===== src/rtl/rx_deframer.sv =====
// rtl/rx_deframer.sv - 802.11a receive PSDU deframer.
// Drops the SERVICE field, packs PSDU bits LSB-first into bytes and flags the last one.
module rx_deframer #(
  parameter int LEN_W        = 12,
  parameter int SERVICE_BITS = 16
) (
  input  logic             Clock,
  input  logic             Reset,
  input  logic             Start,
  input  logic [LEN_W-1:0] Length,
  input  logic             InValid,
  input  logic             Input,
  output logic             OutValid,
  output logic [7:0]       OutByte,
  output logic             LastByte,
  output logic             Busy,
  output logic             Error
);

  localparam int CNT_W = ($clog2(SERVICE_BITS) > 3) ? $clog2(SERVICE_BITS) : 3;
  localparam logic [CNT_W-1:0] SVC_LAST  = CNT_W'(SERVICE_BITS - 1);
  localparam logic [CNT_W-1:0] BYTE_LAST = CNT_W'(7);

  typedef enum logic [1:0] {IDLE, SERVICE, DATA} state_t;

  state_t           r_state;
  state_t           w_next;
  logic [LEN_W-1:0] r_len;
  logic [LEN_W-1:0] r_bytecnt;
  logic [CNT_W-1:0] r_bitcnt;
  logic [7:0]       r_shift;
  logic [7:0]       r_out_byte;
  logic             r_out_valid;
  logic             r_last;
  logic             r_err;

  logic [LEN_W-1:0] w_bytecnt_inc;
  logic             w_len_zero;
  logic             w_byte_done;
  logic             w_frame_done;

  assign w_bytecnt_inc = r_bytecnt + {{(LEN_W-1){1'b0}}, 1'b1};
  assign w_len_zero    = (Length == '0);
  assign w_byte_done   = InValid && (r_state == DATA) && (r_bitcnt == BYTE_LAST);
  assign w_frame_done  = w_byte_done && (w_bytecnt_inc == r_len);

  always_ff @(posedge Clock or negedge Reset) begin
    if (!Reset) begin
      r_state <= IDLE;
    end else begin
      r_state <= w_next;
    end
  end

  // Start overrides everything, including a frame in flight.
  always_comb begin
    w_next = r_state;
    if (Start) begin
      w_next = w_len_zero ? IDLE : SERVICE;
    end else begin
      case (r_state)
        SERVICE: if (InValid && (r_bitcnt == SVC_LAST)) w_next = DATA;
        DATA:    if (w_frame_done) w_next = IDLE;
        default: w_next = IDLE;
      endcase
    end
  end

  always_ff @(posedge Clock or negedge Reset) begin
    if (!Reset) begin
      r_len       <= '0;
      r_bytecnt   <= '0;
      r_bitcnt    <= '0;
      r_shift     <= '0;
      r_out_byte  <= '0;
      r_out_valid <= 1'b0;
      r_last      <= 1'b0;
      r_err       <= 1'b0;
    end else begin
      r_out_valid <= 1'b0;
      r_last      <= 1'b0;
      if (Start) begin
        r_len     <= Length;
        r_err     <= w_len_zero;
        r_bytecnt <= '0;
        r_bitcnt  <= '0;
        r_shift   <= '0;
      end else if (InValid) begin
        case (r_state)
          SERVICE: begin
            r_bitcnt <= (r_bitcnt == SVC_LAST) ? '0 : r_bitcnt + 1'b1;
            if (Input) r_err <= 1'b1;
          end
          DATA: begin
            if (r_bitcnt == BYTE_LAST) begin
              r_out_byte  <= {Input, r_shift[6:0]};
              r_out_valid <= 1'b1;
              r_last      <= w_frame_done;
              r_bytecnt   <= w_bytecnt_inc;
              r_bitcnt    <= '0;
            end else begin
              r_shift[r_bitcnt[2:0]] <= Input;
              r_bitcnt               <= r_bitcnt + 1'b1;
            end
          end
          default: ;
        endcase
      end
    end
  end

  assign OutValid = r_out_valid;
  assign OutByte  = r_out_byte;
  assign LastByte = r_last;
  assign Busy     = (r_state != IDLE);
  assign Error    = r_err;

endmodule


===== config.mk =====
export PLATFORM = sky130hd
export DESIGN_NAME = rx_deframer
export DESIGN_NICKNAME = d
export VERILOG_FILES = /design/src/rtl/rx_deframer.sv
export SDC_FILE = /design/constraint.sdc
export NUM_CORES = 1
export LEC_CHECK = 0
export CORE_ASPECT_RATIO = 0.7
export CORE_MARGIN = 5
export CORE_UTILIZATION = 50
export CTS_CLUSTER_SIZE = 16
export DETAILED_ROUTE_END_ITERATION = 8
export GPL_TIMING_DRIVEN = 0
export PLACE_DENSITY = 0.75
export SLEW_MARGIN = 10
export SYNTH_ARGS = -nofsm -noshare
export SYNTH_HDL_FRONTEND = slang
export SYNTH_SLANG_ARGS = --single-unit

===== constraint.sdc =====
create_clock -name Clock -period 2.14 [get_ports Clock]
set_input_delay 0.321 -clock Clock [delete_from_list [all_inputs] [get_ports Clock]]
set_output_delay 0.321 -clock Clock [all_outputs]
set_load 0.1 [all_outputs]

Word-level counts from Yosys, hierarchy flattened
Index checks and enable logic that the tools add are counted.
Storage, ports and cells
  register bits: 49
  bits in latches: 0
  bits in writable memories: 0
  bits in read-only memories: 0
  input bits: 17
  logic and storage cells: 74
  memories: 0
Cells by class
  add/subtract/negate cells: 2
  $mul: 0
  div/mod/pow operators: 0
  $lt $le $gt $ge: 2
  equal/unequal tests: 8
  shift-type cells: 0
  muxes and demuxes: 33
  bitwise logic cells: 1
  reductions and logical operators: 19
Operators with widths (count)
  2-to-1 mux 12 bit: 4
  2-to-1 mux 8 bit: 4
  2-to-1 mux 4 bit: 4
  2-to-1 mux 1 bit: 14
  adder 12 x 1 -> 12 bit (second input constant): 1
  equality test 12 bit: 1
  logical NOT 12 bit: 1
  nonzero test 2 bit: 6
  AND reduction 3 bit: 3
  bitwise mux 8 bit: 1
  one-hot mux 4 bit (2 select lines): 1
  2-to-1 mux 2 bit: 3
  != test 3 bit (second input constant): 2
  logical AND 1 bit: 5
  adder 4 x 1 -> 4 bit (second input constant): 1
  equality test 4 x 3 -> 1 bit (second input constant): 1
  equality test 4 bit (second input constant): 1
  less-than comparator 3 x 4 -> 1 bit (second input constant): 1
  one-hot mux 2 bit (2 select lines): 1
  AND reduction 2 bit: 2
  AND reduction 4 bit: 1
  demux 1 bit (select 3 bit): 1
  greater-or-equal comparator 3 x 1 -> 1 bit (second input constant): 1
  nonzero test 3 bit: 1
  other kinds (4): 4

Depth between registers and ports, before layout
Gate-level depths: netlist of the first run.
  depth after elaboration: 9
  mapped depth: 7
  mapped depth without buffers: 6

Least setup slack after synthesis of the first run
OpenSTA, ideal clock, no wires.
  kind: reg-to-reg
  start point: register r_bytecnt[1]
  end point: register r_state[1]
  library setup time: 0.129 ns
  arrival time: 2.053 ns
  slack: -0.042 ns
  cell stages (with the launch flop): 7
  clock period less this slack: 2.182 ns
  cell sequence: dfrtp_1 ha_1 xor3_1 or3_1 a211oi_1 nor3_1 o41a_1
Between the ends
  word-level cells in the longest chain between the ends: 5
Ends and longest elaborated chain
  from (decl): RTL line 29  | logic [LEN_W-1:0] r_bytecnt;
  from (signal assigned): RTL line 99  | r_bytecnt <= w_bytecnt_inc;
  adder 12 x 1 -> 12 bit: RTL line 42  | assign w_bytecnt_inc = r_bytecnt + {{(LEN_W-1){1'b0}}, 1'b1};
  equality test 12 bit: RTL line 45  | assign w_frame_done = w_byte_done && (w_bytecnt_inc == r_len);
  logical AND 1 bit: RTL line 45
  != test 3 bit (no line)
  AND reduction 2 bit (no line)
  to (signal assigned): RTL line 51  | r_state <= w_next;
  to (decl): RTL line 26  | state_t r_state;
Every way passes these cells.
A chain may end at the register's enable or synchronous reset.

Worst setup path in the final report of the first run
  start point: register r_out_valid, in the netlist OutValid
  end point: output OutValid
RTL lines
  from (decl): RTL line 33  | logic r_out_valid;
  from (signal assigned): RTL line 76  | r_out_valid <= 1'b0;
  from (signal assigned): RTL line 80  | r_out_valid <= 1'b0;
  from (signal assigned): RTL line 97  | r_out_valid <= 1'b1;
  to (decl): RTL line 13  | output logic OutValid,
No word-level cell between the ends.

==> results.json, run 1 <==
{
  "antenna_cells_inserted": 0,
  "worst_setup_path_startpoint": "OutValid",
  "synth_top_area_share_pct": 46.9,
  "ir_drop_mv": 0.290,
  "first_global_vias": 1876,
  "cp_data_required_time_ns": 1.82,
  "post_drt_via_cell_ratio": 5.67,
  "grt_antenna_before_repair": 0,
  "gp_congestion": 0.857,
  "max-cap-violations": 0,
  "critical_path.slowest_cell": "clkdlybuf4s50_1",
  "grt_pass1_wl_um": 9550,
  "row_count": 21,
  "avgRoutedWirePerCell_um": 16.7,
  "postRouteWirelength_um": 5970,
  "total_power_mw": 1.84,
  "fin_crit_sh_pct": 97.8,
  "worst-setup-path-type": "reg2out",
  "layout.nets": 307,
  "number_of_synthesized_flops_with_an_enable_pin": 0,
  "core_area_mm2": 0.00486,
  "finish.utilization_pct": 65.8,
  "cts.reportedPaths.clkPinSlew_ns": 0.10,
  "synth.avg_cell_area_um2": 10.5,
  "synth_most_common_cell": "dfrtp_1",
  "worst_min_path_class": "in2async",
  "clock_skew_ns": 0.00783,
  "critical_path_sink_type": "output port",
  "finalSetupViolCount": 0,
  "synth_area_in_compound_gates_pct": 8.01,
  "fmaxAchievable_mhz": 478,
  "yosysSeqAreaShare_pct": 46.9,
  "cts_buffer_depth": 2,
  "boundaryPins": 29,
  "worst_ep_arrival_time_ns": 1.77,
  "die-width_um": 95.6,
  "syn_area_mm2": 0.00256,
  "drive_gt1_share_pct": 22.9,
  "power.density_cell_area_mw_per_mm2": 576,
  "hold_viol_final": 0,
  "worst-path-buf-inv": 1,
  "start_util_pct": 52.7,
  "path_delay_family": "buffers and inverters",
  "timing_worst_slew_pin_value_ns": 0.969,
  "synthTopCellsByCount": "48 x dfrtp_1, 22 x nor2_1, 20 x mux2_2, 13 x nand2_1, 12 x xnor2_1",
  "minimum_clock_period_ns": 2.09,
  "synth.net_count": 264,
  "grt_use_total_pct": 18.5,
  "relSlewSlack_pct": 35.3,
  "synthesis.instances": 244,
  "synth_top_area_cell": "dfrtp_1",
  "io_buffers": 26,
  "largest_net_degree_at_the_start_of_global_routing": 36,
  "asyncSetResetFlopFracSynth_pct": 100,
  "run_status": "finished clean",
  "yosys.area_share.xor_xnor_pct": 8.45,
  "worst_skew_pair.late_latency_ns": 0.32,
  "cell_chosen_for_the_clock_root": "clkbuf_8",
  "total_leakage_power_nw": 1.39,
  "yosys.area_share.adder_pct": 1.46,
  "drt_drc_violations_left": 0,
  "critical_path.startpoint_type": "flop",
  "dieArea_mm2": 0.00668,
  "globalRouteOverflowTotal": 0,
  "cts_tree": "done",
  "synth-simple-area-share_pct": 20.4,
  "critPathMaxFanout": 1,
  "dominant_combinational_cell_family_by_area_after_synthesis": "simple AND/OR/NAND/NOR gates",
  "synth.area.mux_share_pct": 11.9,
  "clock-sinks": 48,
  "fin_tns_setup_ns": 0,
  "firstDrtPassIters": 4,
  "route.vias.total": 2025,
  "synth-main-ff-cell": "dfrtp_1",
  "slew_viol_final": 0,
  "leading_post_synthesis_cells_by_cell_area": "dfrtp_1 47%, mux2_2 8.8%, xnor2_1 4.1%",
  "drt-initial-drc-count": 133,
  "netlist-cell-type-count": 48,
  "cpPeakStageDelay_ns": 1.12,
  "post_route_antenna_net_violation_count": 0,
  "cts_buffers": 5,
  "dp.final_hpwl_um": 4110,
  "synth_seq_cells": 48,
  "crit-reg2reg-launch": "r_bytecnt[1]",
  "die_height_um": 69.9,
  "cts-htree-levels": 2,
  "yosysWarningCount": 0,
  "area_growth_syn_to_layout_pct": 24.8,
  "cell_chain_of_the_critical_path": "clkdlybuf4s50_1"
}
-- worst paths after layout --
path	end	slack, ns	cells after the start
setup reg to reg	r_state[1]	0.07	6
setup / recovery	OutValid	0.05	1
min in group Clock	r_shift[5]	0.49	3
max in group asynchronous	r_bytecnt[1]	1.20	3
hold reg to reg	OutByte[6]	0.51	1
hold / removal	r_len[9]	0.44	2
-- where the power goes --
group / switching [mW] / total [mW] / internal (mW)
sequential: 0.0253 / 0.960 / 0.935
clock: 0.329 / 0.681 / 0.352
combinational: 0.111 / 0.200 / 0.0891
-- flip-flops by register name (all words and copies together), names as in the netlist --
name,cells
r_bytecnt,12
r_len,12
OutByte,8
r_shift,7
r_bitcnt,4
r_state,2
Error,1
LastByte,1
OutValid,1
-- logic make-up after synthesis --
group	after synthesis
simple gates	94
buf+inv	16
xor+xnor	23
mux	28
flops	48
compound gates	32
fa+ha+maj	3
-- layer usage --
metal	vias up	routed length [um]	track usage (%)
met2	45	2740	25.7
met5	-	0	0
li1	962	-	-
met3	11	313	4.51
met4	0	95	5.99
met1	1007	2820	28.0
-- final cells by class --
type / count / area (um^2)
Multi-Input combinational cell: 180 / 1360
Fill cell: 378 / 1660
Clock buffer: 5 / 68.8
Buffer: 13 / 63.8
Timing Repair Buffer: 36 / 355
Tap cell: 69 / 86.3
Inverter: 3 / 11.3
Sequential cell: 48 / 1200
Clock inverter: 3 / 47.5
-- timing repair --
action                                  CTS  global route
buffers inserted                          4             4
endpoints found under the setup margin   19            13
pin swaps                                 4             4
gates resized for setup                  12            13
hold buffers                              1             0
hold endpoints to repair                 13             0
-- layout by cell type (no fill, tap or decap), drive strengths merged, types with 4 or more instances in the layout --
master          n
clkdlybuf4s50  15
xor2           10
nand2          13
nand3           6
dlymetal6s2s    6
mux2           20
nor3            8
nand4           7
clkbuf         12
or3             7
dfrtp          48
mux2i           8
a21oi          10
a31oi           4
nor2           23
dlygate4sd2     4
xnor2          12
nor4            8
buf            16
nand2b          4
o21ai           7
-- through the flow --
step / worst slack (ns) / cells / hold slack [ns] / instance area [um^2]
4_1_cts: 0.00132 / 353 / 0.439 / 3120
2_1_floorplan: 0.0226 / 244 / 0.0254 / 2570
3_3_place_gp: -0.603 / 339 / 0.490 / 2920
3_5_place_dp: -0.374 / 340 / 0.241 / 2940
5_1_grt: -0.00406 / 357 / 0.488 / 3200
6_report: 0.0462 / 357 / 0.437 / 3200
Note: power is estimated with default switching activity, not from simulation.
==> inputs of run 2 (changes only) <==
--- a/config.mk
+++ b/config.mk
@@ -10,6 +10,7 @@
 export CORE_UTILIZATION = 50
 export CTS_CLUSTER_SIZE = 16
 export DETAILED_ROUTE_END_ITERATION = 8
+export GPL_ROUTABILITY_DRIVEN = 0
 export GPL_TIMING_DRIVEN = 0
 export PLACE_DENSITY = 0.75
 export SLEW_MARGIN = 10
==> run 2 against run 1 <==
Global-route usage rose by 0.77 points. Power is 0.12% higher. Final cell count rose by 0.28%. Worst setup slack better by 0.0052 ns. Die area stayed put. Sequential share of layout area fell by 0.62 points. Clock skew decreased by 0.0025 ns. Count of clock-buffer cells in the layout stayed put.
==> results.json, run 2 (synthesis gave the netlist of run 1 again) <==
{
  "run_status": "finished clean",
  "power_frac_seq_pct": 52.2,
  "post_route_antenna_net_violation_count": 0,
  "die_height_um": 69.9,
  "route.vias.total": 2039,
  "post-route-cell-area_mm2": 0.00325,
  "r2r.worst_path.cells": 7,
  "grt_antenna_before_repair": 0,
  "core_area_mm2": 0.00486,
  "firstDrtPassIters": 5,
  "relSlewSlack_pct": 35.4,
  "clock_skew_ns": 0.00537,
  "first_global_vias": 1937,
  "globalRouteOverflowTotal": 0,
  "cell_chain_of_the_critical_path": "clkdlybuf4s50_1",
  "sw_ratio_pct": 25.3,
  "worst-setup-path-type": "reg2out",
  "total_power_mw": 1.84,
  "cts_buffers": 5,
  "clock-sinks": 48,
  "internal-power_mw": 1.38,
  "placement.cell_area_mm2": 0.00294,
  "cts-htree-levels": 2,
  "crit-reg2reg-launch": "r_bitcnt[1]",
  "pre_cts_ws_ns": -0.411,
  "critical_path_sink_type": "output port",
  "setup_slack_ns": 0.0515,
  "postRouteWirelength_um": 6120,
  "ff2ff_setup_slack_ns": 0.06,
  "pwr-share-comb_pct": 11.3,
  "dp.final_hpwl_um": 4260,
  "fin_tns_setup_ns": 0,
  "io_buffers": 26,
  "cts_tree": "done",
  "mostFrequentLayoutCell": "dfrtp_1",
  "antenna_cells_inserted": 0,
  "worst_ep_arrival_time_ns": 1.77,
  "cell_chosen_for_the_clock_root": "clkbuf_8",
  "row_count": 21,
  "post_drt_via_cell_ratio": 5.70,
  "layout.nets": 308,
  "slew_viol_final": 0,
  "timing_worst_slew_pin_value_ns": 0.968,
  "grt_use_total_pct": 19.3,
  "ir_drop_mv": 0.350,
  "critPathMaxFanout": 1,
  "worst-path-buf-inv": 1,
  "minimum_clock_period_ns": 2.09,
  "finish.utilization_pct": 66.9,
  "dieArea_mm2": 0.00668,
  "boundaryPins": 29,
  "grt_pass1_wl_um": 10000,
  "cts_buffer_depth": 2,
  "drt-initial-drc-count": 124,
  "fin_crit_sh_pct": 97.6,
  "drt_drc_violations_left": 0,
  "worst_skew_pair.late_latency_ns": 0.31,
  "dp.cells": 340,
  "cpPeakStageDelay_ns": 1.12,
  "area_growth_syn_to_layout_pct": 26.9,
  "critical_path.slowest_cell": "clkdlybuf4s50_1",
  "worst_min_path_class": "in2async",
  "worst_r2r_endpoint": "r_bytecnt[11]",
  "hold-worst-slack_ns": 0.0178,
  "net-switching-power_mw": 0.467,
  "fmaxAchievable_mhz": 479,
  "most-common-layout-cells": "45 x dfrtp_1, 21 x nor2_1, 20 x mux2_2",
  "power_frac_clock_pct": 36.5,
  "finish.cell_count_without_fillers": 358,
  "largest_net_degree_at_the_start_of_global_routing": 26,
  "cts.reportedPaths.clkPinSlew_ns": 0.09,
  "power.density_cell_area_mw_per_mm2": 567,
  "critical_path.startpoint_type": "flop",
  "multi_input_area_mm2": 0.00140,
  "path_delay_family": "buffers and inverters",
  "start_util_pct": 52.7,
  "filler_cell_count": 373,
  "area.sequential_mm2": 0.00120,
  "hold_viol_final": 0,
  "avgRoutedWirePerCell_um": 17.1,
  "drive_gt1_share_pct": 24.6,
  "max-cap-violations": 0,
  "die-width_um": 95.6,
  "cp_data_required_time_ns": 1.82,
  "total_leakage_power_nw": 1.42,
  "finalSetupViolCount": 0
}
-- run 2: what timing repair did --
item / 4_1_cts / 5_1_grt
endpoints found under the setup margin: 17 / 9
pin swaps: 4 / 8
buffers inserted: 3 / 7
gates resized for setup: 14 / 20
hold buffers: 0 / 0
-- run 2: worst max-delay path by stage --
stage / startpoint / end / slack, ns / cells past startpoint
4_1_cts: r_bytecnt[0] / LastByte / -0.006 / 7
3_5_place_dp: InValid / LastByte / -0.41 / 6
6_report: OutValid / OutValid / 0.05 / 1
3_3_place_gp: Reset / Error / -0.62 / 1
5_1_grt: r_bitcnt[1] / r_bytecnt[11] / -0.07 / 7
2_1_floorplan: r_bytecnt[1] / r_state[1] / 0.02 / 6
-- run 2: cell type report --
cell class,instances,area share [%]
Inverter,3,0.346
Buffer,13,2.04
Sequential cell,48,37.1
Timing Repair Buffer,37,11.3
Clock buffer,5,2.12
Tap cell,69,2.66
Multi-Input combinational cell,180,43.1
Clock inverter,3,1.31
-- run 2: layer usage --
| layer | track usage, % | share of wire, % | up-vias |
|---|---|---|---|
| li1 | - | - | 960 |
| met1 | 29.6 | 49 | 1017 |
| met2 | 28.0 | 46 | 54 |
| met3 | 3.97 | 4.2 | 8 |
| met4 | 3.79 | 0.88 | 0 |
| met5 | 0 | 0 | - |
-- run 2: power groups by stage --
stage / Clock, mW / Sequential [mW] / Combinational, mW
2_1_floorplan: 0 / 0.981 / 0.103
3_3_place_gp: 0 / 0.977 / 0.184
3_5_place_dp: 0 / 0.978 / 0.194
4_1_cts: 0.678 / 0.961 / 0.197
5_1_grt: 0.719 / 0.966 / 0.228
6_report: 0.673 / 0.962 / 0.208
